`config.mk`:
```
export PLATFORM = sky130hd
export DESIGN_NAME = outcount_led_ctrl_n
export DESIGN_NICKNAME = d
export VERILOG_FILES = /design/src/rtl/outcount_led_ctrl_n.sv
export SDC_FILE = /design/constraint.sdc
export NUM_CORES = 1
export LEC_CHECK = 0
export BUFFER_PORTS_ARGS = -buffer_cell sky130_fd_sc_hd__buf_4
export CAP_MARGIN = 20
export CORE_MARGIN = 2
export CORE_UTILIZATION = 50
export CTS_CLUSTER_SIZE = 28
export DETAILED_ROUTE_END_ITERATION = 10
export GPL_TIMING_DRIVEN = 1
export PLACE_DENSITY = 0.79
export SYNTH_ARGS = -nofsm -noshare
export SYNTH_HDL_FRONTEND = slang
export SYNTH_SLANG_ARGS = --single-unit
```
`constraint.sdc`:
```
create_clock -name clk -period 1.7 [get_ports clk]
set_input_delay 0 -clock clk [delete_from_list [all_inputs] [get_ports clk]]
set_output_delay 0 -clock clk [all_outputs]
set_load 0.01 [all_outputs]
```
`src/rtl/outcount_led_ctrl_n.sv`:
```
// Out-count controller: counts outs to MAX_OUT, holds the full LED bar for HOLD_CYCLES,
// then pulses change_pulse for one cycle and flips the top/bottom side indicator.
module outcount_led_ctrl_n #(
  parameter int unsigned MAX_OUT        = 3,
  parameter int unsigned HOLD_CYCLES    = 4,
  parameter bit          LED_ACTIVE_LOW = 1'b1,
  localparam int unsigned CW            = $clog2(MAX_OUT + 1)
) (
  input  logic               clk,
  input  logic               reset,
  input  logic               out_pulse,
  input  logic               undo_pulse,
  input  logic               clear_pulse,
  output logic [MAX_OUT-1:0] out_led,
  output logic [CW-1:0]      count,
  output logic               change_pulse,
  output logic               side,
  output logic               busy
);

  localparam logic LIT   = ~LED_ACTIVE_LOW;
  localparam logic UNLIT = LED_ACTIVE_LOW;
  localparam int unsigned HW = 8;

  typedef enum logic [1:0] {
    S_COUNT  = 2'd0,
    S_HOLD   = 2'd1,
    S_CHANGE = 2'd2
  } state_e;

  state_e             state_q, state_d;
  logic [CW-1:0]      count_q, count_d;
  logic [HW-1:0]      hold_q, hold_d;
  logic               side_q, side_d;
  logic               change_q, change_d;
  logic               busy_q, busy_d;
  logic [MAX_OUT-1:0] led_q, led_d;

  logic out_only, undo_only, at_last_out;

  assign out_only    = out_pulse & ~undo_pulse;
  assign undo_only   = undo_pulse & ~out_pulse;
  assign at_last_out = (count_q == CW'(MAX_OUT - 1));

  always_ff @(posedge clk or posedge reset) begin
    if (reset) begin
      state_q  <= S_COUNT;
      count_q  <= '0;
      hold_q   <= '0;
      side_q   <= 1'b0;
      change_q <= 1'b0;
      busy_q   <= 1'b0;
      led_q    <= {MAX_OUT{UNLIT}};
    end else begin
      state_q  <= state_d;
      count_q  <= count_d;
      hold_q   <= hold_d;
      side_q   <= side_d;
      change_q <= change_d;
      busy_q   <= busy_d;
      led_q    <= led_d;
    end
  end

  always_comb begin
    state_d = state_q;
    case (state_q)
      S_COUNT: begin
        if (!clear_pulse && out_only && at_last_out)
          state_d = S_HOLD;
      end
      S_HOLD: begin
        if (clear_pulse || undo_only)
          state_d = S_COUNT;
        else if (hold_q == HW'(1))
          state_d = S_CHANGE;
      end
      S_CHANGE: state_d = S_COUNT;
      default:  state_d = S_COUNT;
    endcase
  end

  always_comb begin
    count_d = count_q;
    hold_d  = hold_q;
    side_d  = side_q;
    case (state_q)
      S_COUNT: begin
        if (clear_pulse) begin
          count_d = '0;
        end else if (out_only) begin
          count_d = count_q + CW'(1);
          if (at_last_out)
            hold_d = HW'(HOLD_CYCLES);
        end else if (undo_only && count_q != '0) begin
          count_d = count_q - CW'(1);
        end
      end
      S_HOLD: begin
        hold_d = hold_q - HW'(1);
        if (clear_pulse) begin
          count_d = '0;
          hold_d  = '0;
        end else if (undo_only) begin
          count_d = CW'(MAX_OUT - 1);
          hold_d  = '0;
        end else if (hold_q == HW'(1)) begin
          count_d = '0;
          side_d  = ~side_q;
        end
      end
      default: begin
        // CHANGE and any illegal encoding land on an empty count; side is kept.
        count_d = '0;
        hold_d  = '0;
      end
    endcase
  end

  always_comb begin
    change_d = (state_d == S_CHANGE);
    busy_d   = (state_d != S_COUNT);
    led_d    = {MAX_OUT{UNLIT}};
    for (int i = 0; i < int'(MAX_OUT); i++)
      led_d[i] = (CW'(i) < count_d) ? LIT : UNLIT;
  end

  assign out_led      = led_q;
  assign count        = count_q;
  assign change_pulse = change_q;
  assign side         = side_q;
  assign busy         = busy_q;

endmodule

```
## Yosys cells after proc, flatten, opt, wreduce, memory -nomap -nowiden

Index checks and enable logic that the tools add are counted.

| operators by class | value |
|---|---|
| add/subtract/negate cells | 3 |
| order comparisons | 3 |
| eq/ne operators | 7 |
| muxes and demuxes | 20 |
| bitwise gates (word level) | 7 |
| reduce and logical (&&, ||, !) cells | 10 |

Operator list:

| cell | number |
|---|---|
| 2-to-1 mux 8 bit | 5 |
| 2-to-1 mux 2 bit | 9 |
| case mux 8 bit (2 select lines) | 1 |
| equality test 8 x 1 -> 1 bit (second input constant) | 1 |
| case mux 2 bit (2 select lines) | 2 |
| subtractor 8 x 1 -> 8 bit (second input constant) | 1 |
| inequality test 2 bit (second input constant) | 3 |
| inverter 1 bit | 5 |
| equality test 2 bit (second input constant) | 2 |
| less-than comparator 1 x 2 -> 1 bit (first input constant) | 2 |
| AND reduction 4 bit | 1 |
| nonzero test 2 bit | 2 |
| logical AND 1 bit | 3 |
| 2-to-1 mux 1 bit | 3 |
| AND reduction 3 bit | 1 |
| adder 2 x 1 -> 2 bit (second input constant) | 1 |
| bitwise AND 1 bit | 2 |
| equality test 2 x 1 -> 1 bit (second input constant) | 1 |
| logical NOT 2 bit | 1 |
| less-than comparator 2 bit (first input constant) | 1 |
| subtractor 2 x 1 -> 2 bit (second input constant) | 1 |
| logical NOT 1 bit | 1 |
| logical OR 1 bit | 1 |

| storage, ports and cells | value |
|---|---|
| register bits | 18 |
| output and inout bits | 8 |
| logic and storage cells | 57 |

## Logic depth before layout (Yosys ltp)

Gate-level depths: netlist of run 1.

| logic depth | value |
|---|---|
| word-level depth | 9 |
| gate-level depth with buffers | 6 |
| gate-level depth less buffers | 6 |

## Worst setup path before layout of run 1

No wires, ideal clock.

| path | value |
|---|---|
| kind | register to register |
| start | reg hold_q[1] |
| end | reg count_q[1], in the netlist count[1] |
| setup time | 0.124 ns |
| arrival | 1.474 ns |
| slack | 0.102 ns |
| stages on the path, launching flop included | 7 |
| clock period less this slack | 1.598 ns |
| cells stage by stage | dfrtp_1 -> inv_1 -> ha_1 -> or4b_4 -> o21ai_1 -> a21oi_2 -> or2_1 |

| on the way | value |
|---|---|
| cells in the longest elaborated chain, start to end | 5 |

Ends and longest elaborated chain:

| element | RTL line | RTL |
|---|---|---|
| start: declaration | 33 | `logic [HW-1:0] hold_q, hold_d;` |
| start signal: assignment | 57 | `hold_q <= hold_d;` |
| equality test 8 x 1 -> 1 bit | 107 | `end else if (hold_q == HW'(1)) begin` |
| 2-to-1 mux 2 bit | 107 |  |
| 2-to-1 mux 2 bit | 104 | `end else if (undo_only) begin` |
| 2-to-1 mux 2 bit | 101 | `if (clear_pulse) begin` |
| case mux 2 bit (2 select lines) | 87 | `case (state_q)` |
| named net count_d[1] | 32 | `logic [CW-1:0] count_q, count_d;` |
| end signal: assignment | 56 | `count_q <= count_d;` |
| end: declaration | 32 |  |

The timed path passes the listed nets, and every way through them passes these cells.
A chain may end at the register's enable or synchronous reset.

## Worst setup path after layout of run 1

| path | value |
|---|---|
| start | reg hold_q[1] |
| end | reg led_q[0], in the netlist out_led[0] |

| on the way | value |
|---|---|
| cells in the longest elaborated chain, start to end | 7 |

Ends and longest elaborated chain:

| element | RTL line | RTL |
|---|---|---|
| equality test 8 x 1 -> 1 bit | 107 |  |
| 2-to-1 mux 2 bit | 107 |  |
| 2-to-1 mux 2 bit | 104 |  |
| 2-to-1 mux 2 bit | 101 |  |
| case mux 2 bit (2 select lines) | 87 |  |
| named net count_d[0] | 32 |  |
| less-than comparator 1 x 2 -> 1 bit | 125 | `led_d[i] = (CW'(i) < count_d) ? LIT : UNLIT;` |
| 2-to-1 mux 1 bit | 125 |  |
| named net led_d[0] | 37 | `logic [MAX_OUT-1:0] led_q, led_d;` |
| end signal: assignment | 53 | `led_q <= {MAX_OUT{UNLIT}};` |
| end signal: assignment | 61 | `led_q <= led_d;` |
| end: declaration | 37 |  |

The timed path passes the listed nets, and every way through them passes these cells.

==> run_results.csv, run 1 <==
group,metric,value,unit
status,status,"complete, no violations",
route,drt_wl_total,1981,microns
route,avgViaCountPerCell,5.671,
route,wl_met3,91,microns
logic_synthesis,synthSimpleGateAreaFrac,27.62,%
timing,rsz0062_at_grt,"true",
logic_synthesis,synth.area.mux_share,0,%
timing,final-setup-viol-count,0,
logic_synthesis,synth_cell_types,39,
setup_path,reg2regPathDepth,6,
logic_synthesis,synth_top_family_by_area,"simple AND/OR/NAND/NOR gates",
logic_synthesis,ys_warn_count,0,
cts,root_buffer,"clkbuf_4",
cts,clkTransAtPathRegs,0.10,ns
logic_synthesis,syn_area,992.2,sq um
logic_synthesis,synth-edff-count,0,
global_route,grt_pass1_wl,3284,microns
logic_synthesis,synthAdderAreaFrac,5.044,%
route,route.vias.total,828,
setup_path,critPathLaunchType,"register",
logic_synthesis,synth_flop_cell,"dfrtp_1",
route,dr.max_layer_used,"met4",
pwr,power_leakage,0.5503,nW
route,wl_met1,861,microns
logic_synthesis,synth_fp_nets,108,
cts,clockBufferDepth,2,
cts,tritoncts,"built",
layout,finalInstanceArea,1215,sq um
logic_synthesis,synth_xor_area_share,1.639,%
route,wl_per_cell,13.57,microns
layout,final_common_cell,"buf_4",
floorplan,coreArea,1922,sq um
timing,period_minus_slack,1.643,ns
route,drt_first_pass_iters,4,
timing,slew-limit-headroom,57.43,%
global_route,grtUsageTotal,17.70,%
pwr,p_per_area,1112,nW/um^2
route,ant_nets,0,
route,drtIter0Drc,20,
setup_path,worstSetupEndpointType,"register",
floorplan,start_util,51.63,%
timing,max_clock_freq,608.5,MHz
layout,seq_area,454.2,sq um
layout,layout-drive-gt1-share,35.29,%
layout,multi_input_area,530.5,sq um
setup_path,path_class,"reg -> reg",
logic_synthesis,synth_seq_cells,18,
layout,fin_cells,146,
placement,dp_hpwl,1466,microns
floorplan,chipWidth,48.55,microns
placement,dp.cells,141,
timing,worst_slew_pin_slew,0.6379,ns
cts,htreeDepth,1,
global_route,grt_max_degree,19,
layout,syn2layout_area_growth,22.45,%
timing,slew_violations,0,
logic_synthesis,avgSynthCellArea,10.02,sq um
global_route,grt_pass1_vias,780,
layout,most-common-layout-cells,"buf_4, dfrtp_1, o21ai_0, nand2_1, nor3_1",
timing,skew,0.002545,ns
global_route,grt_overflow_total,0,
layout,diodes,0,
logic_synthesis,synth_cells,99,
setup_path,timing.critical_path.arrival,1.88,ns
route,post-route-drc-count,0,
logic_synthesis,ys_async_sr_fraction,100.0,%
cts,cts.sinks,18,
setup_path,crit_fanout,3,
route,wl_met2,984,microns
layout,nFillCells,156,
placement,io_buffers,12,
min_path,hp-class,"in -> reg",
pwr,ir_worst_vdd,0.0006360,V
pwr,fin_total_pwr,1.352,mW
timing,final_hold_viol_count,0,
placement,placed_area,1135,sq um
logic_synthesis,synth-compound-area-share,15.76,%
cts,cts_buffers,3,
floorplan,die-area,2357,sq um
logic_synthesis,synth-seq-area-share,45.78,%
timing,holdWs,0.07097,ns
floorplan,std_cell_rows,16,
layout,fin_nets,129,
timing,fin_crit_sh,96.67,%
cts,clk_latency,0.30,ns
floorplan,boundaryPins,13,
min_path,min_path_cells,4,
setup_path,required,1.93,ns
placement,gp_congestion,0.8853,
job,maxCapViolations,0,
floorplan,die_h,48.55,microns
global_route,antenna_found_initial,0,
## synthesized netlist by cell type (2+ instances only)
| master | instances | share of area, % |
|---|---|---|
| o31ai_1 | 2 | 1.5 |
| o21ai_0 | 12 | 6.1 |
| nor3b_1 | 2 | 1.5 |
| nand2_1 | 11 | 4.2 |
| o21ai_1 | 2 | 1.0 |
| ha_1 | 4 | 5.0 |
| dfrtp_1 | 15 | 38 |
| nor3_1 | 7 | 3.5 |
| nand2b_1 | 2 | 1.3 |
| dfstp_2 | 3 | 7.9 |
| nor2_1 | 4 | 1.5 |
| a211oi_1 | 3 | 2.3 |
| inv_1 | 6 | 2.3 |
## routing by layer
layer | vias up | global-route usage (%)
met3 | 6 | 3.704
met1 | 402 | 22.70
li1 | 397 | -
met2 | 23 | 29.86
met5 | - | 0
met4 | 0 | 6.190
## through the flow
stage               setup WS (ns)  utilization (%)  TNS [ns]
floorplan                  0.1019                -         0
finish                    0.05656            63.22         0
detailed placement       -0.01672            59.05  -0.01672
CTS                      0.005611            62.04         0
global placement          0.03804            59.05         0
global route             -0.01437            63.22  -0.02118
## layout make-up
cell class	count	area share, %
Clock buffer	4	2.987
Sequential cell	18	37.38
Tap cell	27	2.781
Multi-Input combinational cell	73	43.67
Timing Repair Buffer	18	11.33
Inverter	6	1.854
## power breakdown
group          internal [mW]  total (mW)  leakage, nW  switching [mW]
combinational          0.237       0.490        0.295           0.253
sequential             0.513       0.594        0.234          0.0812
clock                  0.131       0.268       0.0210           0.137
total                  0.880        1.35        0.550           0.471
## final timing paths
path	startpoint	to	slack, ns
min in group asynchronous	reset	state_q[1]	0.34
max	hold_q[1]	out_led[0]	0.06
max reg2reg	hold_q[1]	out_led[0]	0.06
min reg2reg	hold_q[7]	hold_q[7]	0.50
max in group asynchronous	reset	hold_q[7]	0.95
min	clear_pulse	state_q[0]	0.07
## registers in the layout, indices dropped and copies added, names as in the netlist
name	count
busy	1
change_pulse	1
count	2
hold_q	8
out_led	3
side	1
state_q	2
## logic make-up (layout without fill, tap and decap cells)
kind of cell	after synthesis	after routing
AOI/OAI and AO/OA	25	25
xor gates and xnor gates	1	1
adders and majority gates	4	4
buffers and inverters	8	28
DFF	18	18
and+or+nand+nor	43	43
## worst max-delay path: stages, from the launching register on
cell       delay, ns
dfrtp_1         0.40
inv_2           0.06
ha_1            0.12
or4b_4          0.48
o2111ai_1       0.25
nand3b_2        0.14
nor3_2          0.13
## what timing repair did
action	CTS	global route
endpoints found under the hold margin	15	0
pin swaps	0	2
resized for setup	2	7
setup buffers	0	0
hold buffers	1	0
setup endpoints to repair	2	7
Power figures use the tool's default switching activity.
==> inputs of run 2 (changes only) <==
--- a/config.mk
+++ b/config.mk
@@ -13,6 +13,7 @@
 export DETAILED_ROUTE_END_ITERATION = 10
 export GPL_TIMING_DRIVEN = 1
 export PLACE_DENSITY = 0.79
+export REMOVE_ABC_BUFFERS = 1
 export SYNTH_ARGS = -nofsm -noshare
 export SYNTH_HDL_FRONTEND = slang
 export SYNTH_SLANG_ARGS = --single-unit
==> run 2 against run 1 <==
  * Clock power barely moved
  * Critical path depth did not move
  * Non-clock buffer count rose by 6
  * Clock skew fell by 0.0017 ns
==> run_results.csv, run 2 (synthesized netlist as in run 1, its figures left out) <==
group,metric,value,unit
status,status,"complete, no violations",
cts,root_buffer,"clkbuf_4",
layout,final_common_cell,"buf_4",
global_route,antenna_found_initial,0,
layout,final_core_util,64.91,%
layout,diodes,0,
cts,tritoncts,"built",
global_route,grt_overflow_total,0,
setup_path,critPathBufInv,1,
setup_path,required,1.94,ns
timing,fin_setup_tns,0,ns
setup_path,cp_cell_sequence,"inv_2 > ha_1 > or4b_4 > or2_4 > nor2_4 > xor2_2",
global_route,grtUsageTotal,18.06,%
timing,holdWs,0.09900,ns
pwr,seqPwrFrac,42.4,%
timing,final_hold_viol_count,0,
route,post-route-drc-count,0,
setup_path,crit_fanout,3,
pwr,ir_worst_vdd,0.001028,V
floorplan,die_h,48.55,microns
pwr,power_leakage,0.5775,nW
timing,slew_violations,0,
timing,rsz0062_at_grt,"true",
cts,clockBufferDepth,2,
timing,slew-limit-headroom,56.59,%
cts,htreeDepth,1,
layout,syn2layout_area_growth,25.73,%
setup_path,path_delay_family,"simple AND/OR/NAND/NOR gates",
pwr,clockPowerShare,19.5,%
setup_path,path_class,"reg -> reg",
route,avgViaCountPerCell,5.237,
floorplan,start_util,51.63,%
cts,cts_buffers,3,
timing,final-setup-viol-count,0,
cts,clk_latency,0.30,ns
global_route,grt_pass1_wl,3318,microns
placement,placed_area,1165,sq um
layout,fin_nets,135,
placement,dp_hpwl,1406,microns
route,wl_per_cell,12.72,microns
route,drtIter0Drc,11,
floorplan,die-area,2357,sq um
pwr,p_per_area,1098,nW/um^2
setup_path,timing.critical_path.arrival,1.92,ns
layout,fin_cells,152,
setup_path,slowest_stage,"or4b_4",
setup_path,critPathLaunchType,"register",
floorplan,chipWidth,48.55,microns
route,drt_first_pass_iters,4,
timing,worst_slack,0.01705,ns
pwr,p_comb_share,38.1,%
timing,period_minus_slack,1.683,ns
setup_path,worstSetupEndpointType,"register",
layout,multi_input_area,518.0,sq um
timing,worst_slew_pin_slew,0.6504,ns
pwr,switching_share,33.97,%
placement,dp.cells,145,
pwr,intPower,0.9041,mW
floorplan,coreArea,1922,sq um
job,maxCapViolations,0,
layout,most-common-layout-cells,"buf_4, dfrtp_1, nand2_1",
layout,largest-register,"hold_q",
layout,seq_area,454.2,sq um
layout,nFillCells,155,
cts,clkTransAtPathRegs,0.10,ns
global_route,grt_pass1_vias,747,
layout,finalInstanceArea,1247,sq um
setup_path,cp_slowest_stage_delay,0.47,ns
placement,dp_worst_setup_slack,0.009092,ns
global_route,grt_max_degree,19,
pwr,power.switching,0.4652,mW
timing,skew,0.0008304,ns
min_path,hp-class,"in -> reg",
route,ant_nets,0,
route,route.vias.total,796,
pwr,fin_total_pwr,1.369,mW
timing,max_clock_freq,594.2,MHz
placement,gp_congestion,0.8613,
floorplan,boundaryPins,13,
floorplan,std_cell_rows,16,
route,drt_wl_total,1934,microns
placement,io_buffers,12,
cts,cts.sinks,18,
layout,layout-drive-gt1-share,36.00,%
layout,largest_register_ffs,8,
timing,fin_crit_sh,99.00,%
-- run 2: cell count changes in the layout (fill, tap and decap cells not counted), sizes merged --
cell and delta:
buf +6
-- run 2: power by group through the flow --
stage | Combinational [mW] | Clock, mW | Sequential, mW
after floorplan | 0.259 | 0 | 0.597
after global placement | 0.475 | 0 | 0.579
after detailed placement | 0.492 | 0 | 0.585
after CTS | 0.502 | 0.273 | 0.578
after global routing | 0.584 | 0.289 | 0.594
final | 0.522 | 0.267 | 0.581
-- run 2: final timing paths --
check                      slack [ns]    endpoint  depth (start not counted)       start
setup / recovery                 0.02        side                          6   hold_q[1]
setup reg to reg                 0.02        side                          6   hold_q[1]
min in group asynchronous        0.37        busy                          3       reset
hold reg to reg                  0.51   hold_q[7]                          1   hold_q[7]
hold / removal                    0.1  out_led[0]                          3  undo_pulse
max in group asynchronous        0.92   hold_q[7]                          3       reset
-- run 2: layout make-up --
| type | count | area share (%) |
|---|---|---|
| flip-flops and latches | 18 | 36.41 |
| repair buffers | 24 | 14.64 |
| well taps | 27 | 2.708 |
| multi-input cells | 73 | 41.52 |
| clock buffers | 4 | 2.909 |
| inverters | 6 | 1.805 |
-- run 2: worst reg2reg max path, stage by stage, from the launching register on --
cell     delay [ns]
dfrtp_1        0.42
inv_2          0.07
ha_1           0.12
or4b_4         0.47
or2_4          0.27
nor2_4         0.14
xor2_2         0.13
-- run 2: repair_timing --
item	in CTS	in global routing
pin swaps	0	1
gates resized for setup	1	7
buffers inserted	0	2
setup endpoints to repair	1	8
endpoints found under the hold margin	15	0
hold buffers	1	0
-- run 2: per-layer routing --
metal  up-vias  part of all wire [%]  wire length (microns)  global-route usage [%]
met2        11                    48                    935                   28.70
li1        410                     -                      -                       -
met1       372                    48                    923                   24.70
met4         0                   1.3                     25                   5.714
met5         -                     0                      0                       0
met3         3                   2.6                     51                   4.012
==> inputs of run 3 (changes only) <==
--- a/config.mk
+++ b/config.mk
@@ -14,6 +14,7 @@
 export GPL_TIMING_DRIVEN = 1
 export PLACE_DENSITY = 0.79
 export REMOVE_ABC_BUFFERS = 1
+export SETUP_SLACK_MARGIN = 0.3
 export SYNTH_ARGS = -nofsm -noshare
 export SYNTH_HDL_FRONTEND = slang
 export SYNTH_SLANG_ARGS = --single-unit
==> run 3 against run 2 <==
  * Clock power about the same
  * Clock skew is 0.0070 ns higher
  * Sequential power increased by 3%
  * Combinational power is 29% higher
  * Fmax increased by 2.0%
  * Critical endpoint unchanged
  * Largest cell class unchanged
  * Via count up 7.0%
==> run_results.csv, run 3 (synthesized netlist as in run 1, its figures left out) <==
group,metric,value,unit
cts,clkTransAtPathRegs,0.10,ns
pwr,intPower,0.9729,mW
timing,final-setup-viol-count,0,
pwr,ir_worst_vdd,0.001133,V
route,wl_per_cell,14.35,microns
setup_path,reg2regPathDepth,6,
placement,placed_area,1165,sq um
cts,cts_buffers,3,
cts,cts.sinks,18,
timing,slew_violations,0,
route,drt_wl_total,2282,microns
pwr,clockPowerShare,17.4,%
layout,syn2layout_area_growth,44.14,%
floorplan,die-area,2357,sq um
timing,max_clock_freq,605.9,MHz
global_route,antenna_found_initial,0,
route,drtIter0Drc,22,
route,ant_nets,0,
layout,seq_area,454.2,sq um
setup_path,rrSetupSlack,0.05,ns
setup_path,reg2reg_from,"hold_q[1]",
layout,multi_input_area,633.1,sq um
cts,htreeDepth,1,
timing,final_hold_viol_count,0,
global_route,grt_pass1_wl,3712,microns
setup_path,critPathLaunchType,"register",
placement,dp_hpwl,1406,microns
floorplan,std_cell_rows,16,
status,status,"complete, no violations",
route,drt_first_pass_iters,4,
setup_path,worstSetupEndpointType,"register",
floorplan,coreArea,1922,sq um
global_route,grtUsageTotal,20.19,%
layout,finalInstanceArea,1430,sq um
route,post-route-drc-count,0,
timing,rsz0062_at_grt,"true",
timing,holdWs,0.1003,ns
min_path,hold_path_end,"out_led[0]",
pwr,p_comb_share,43.7,%
floorplan,boundaryPins,13,
layout,layout-drive-gt1-share,52.27,%
pwr,power.switching,0.5658,mW
min_path,hp-class,"in -> reg",
pwr,seqPwrFrac,38.9,%
placement,io_buffers,12,
cts,clk_latency,0.30,ns
layout,largest-register,"hold_q",
cts,tritoncts,"built",
cts,root_buffer,"clkbuf_4",
layout,most-common-layout-cells,"buf_4, dfrtp_1, nand2_1",
pwr,switching_share,36.77,%
layout,largest_register_ffs,8,
timing,slew-limit-headroom,57.10,%
route,avgViaCountPerCell,5.358,
min_path,hold_start,"undo_pulse",
layout,fin_nets,142,
layout,nFillCells,122,
cts,clockBufferDepth,2,
timing,worst_slew_pin_slew,0.6429,ns
placement,gp_congestion,0.8613,
setup_path,required,1.94,ns
floorplan,start_util,51.63,%
job,maxCapViolations,0,
timing,period_minus_slack,1.651,ns
timing,fin_crit_sh,97.09,%
setup_path,timing.critical_path.arrival,1.89,ns
timing,skew,0.007879,ns
layout,final_common_cell,"buf_4",
layout,diodes,0,
setup_path,crit_fanout,3,
setup_path,r2r_end,"side",
global_route,grt_overflow_total,0,
pwr,power_leakage,0.6441,nW
global_route,grt_pass1_vias,803,
route,route.vias.total,852,
min_path,min_path_cells,3,
setup_path,path_class,"reg -> reg",
floorplan,die_h,48.55,microns
floorplan,chipWidth,48.55,microns
global_route,grt_max_degree,19,
pwr,p_per_area,1076,nW/um^2
-- run 3: area by class of cell --
type,instances,area share (%)
inverters,6,1.575
flip-flops and latches,18,31.76
repair buffers,31,17.50
well taps,27,2.362
multi-input cells,73,44.27
clock buffers,4,2.537
-- run 3: metrics by stage --
stage	power (mW)	setup TNS, ns	util [%]	worst slack, ns	instances
global placement	1.054	0	60.61	0.08439	145
CTS	1.421	0	67.84	0.04479	156
finish	1.539	0	74.41	0.04946	159
global route	1.644	-0.01451	74.41	-0.01451	159
detailed placement	1.077	0	60.61	0.009092	145
floorplan	0.8565	0	-	0.08935	97
-- run 3: per-layer routing --
layer,up-vias,part of all wire [%],global-route usage (%)
li1,424,-,-
met1,406,43,26.10
met2,19,52,34.26
met3,3,3.4,4.321
met4,0,1.1,5.714
met5,-,0,0
-- run 3: worst max-delay path by stage --
stage                     startpoint        end  slack, ns  depth (start not counted)
after detailed placement   hold_q[1]   count[1]      0.009                          6
after floorplan            hold_q[1]   count[1]       0.09                          6
final                      hold_q[1]       side       0.05                          6
after global routing       hold_q[1]       side      -0.01                          6
after global placement      count[0]  hold_q[4]       0.08                          8
after CTS                  hold_q[1]       side       0.04                          6
-- run 3: critical path: stages, from the launching register on --
cell,delay (ns)
dfrtp_1,0.41
inv_2,0.07
ha_1,0.12
or4b_4,0.48
or2_4,0.27
nor2_4,0.11
xor2_2,0.13
-- run 3: what timing repair did --
item | in CTS | in global routing
setup buffers | 6 | 3
pin swaps | 8 | 9
gates resized for setup | 20 | 21
hold endpoints to repair | 15 | 0
hold buffers | 1 | 0
endpoints found under the setup margin | 17 | 17
-- run 3: power groups by stage --
stage / registers (mW) / clock network [mW] / logic, mW
2_1_floorplan: 0.597 / 0 / 0.259
3_3_place_gp: 0.579 / 0 / 0.475
3_5_place_dp: 0.585 / 0 / 0.492
4_1_cts: 0.584 / 0.273 / 0.564
5_1_grt: 0.609 / 0.292 / 0.744
6_report: 0.598 / 0.268 / 0.673
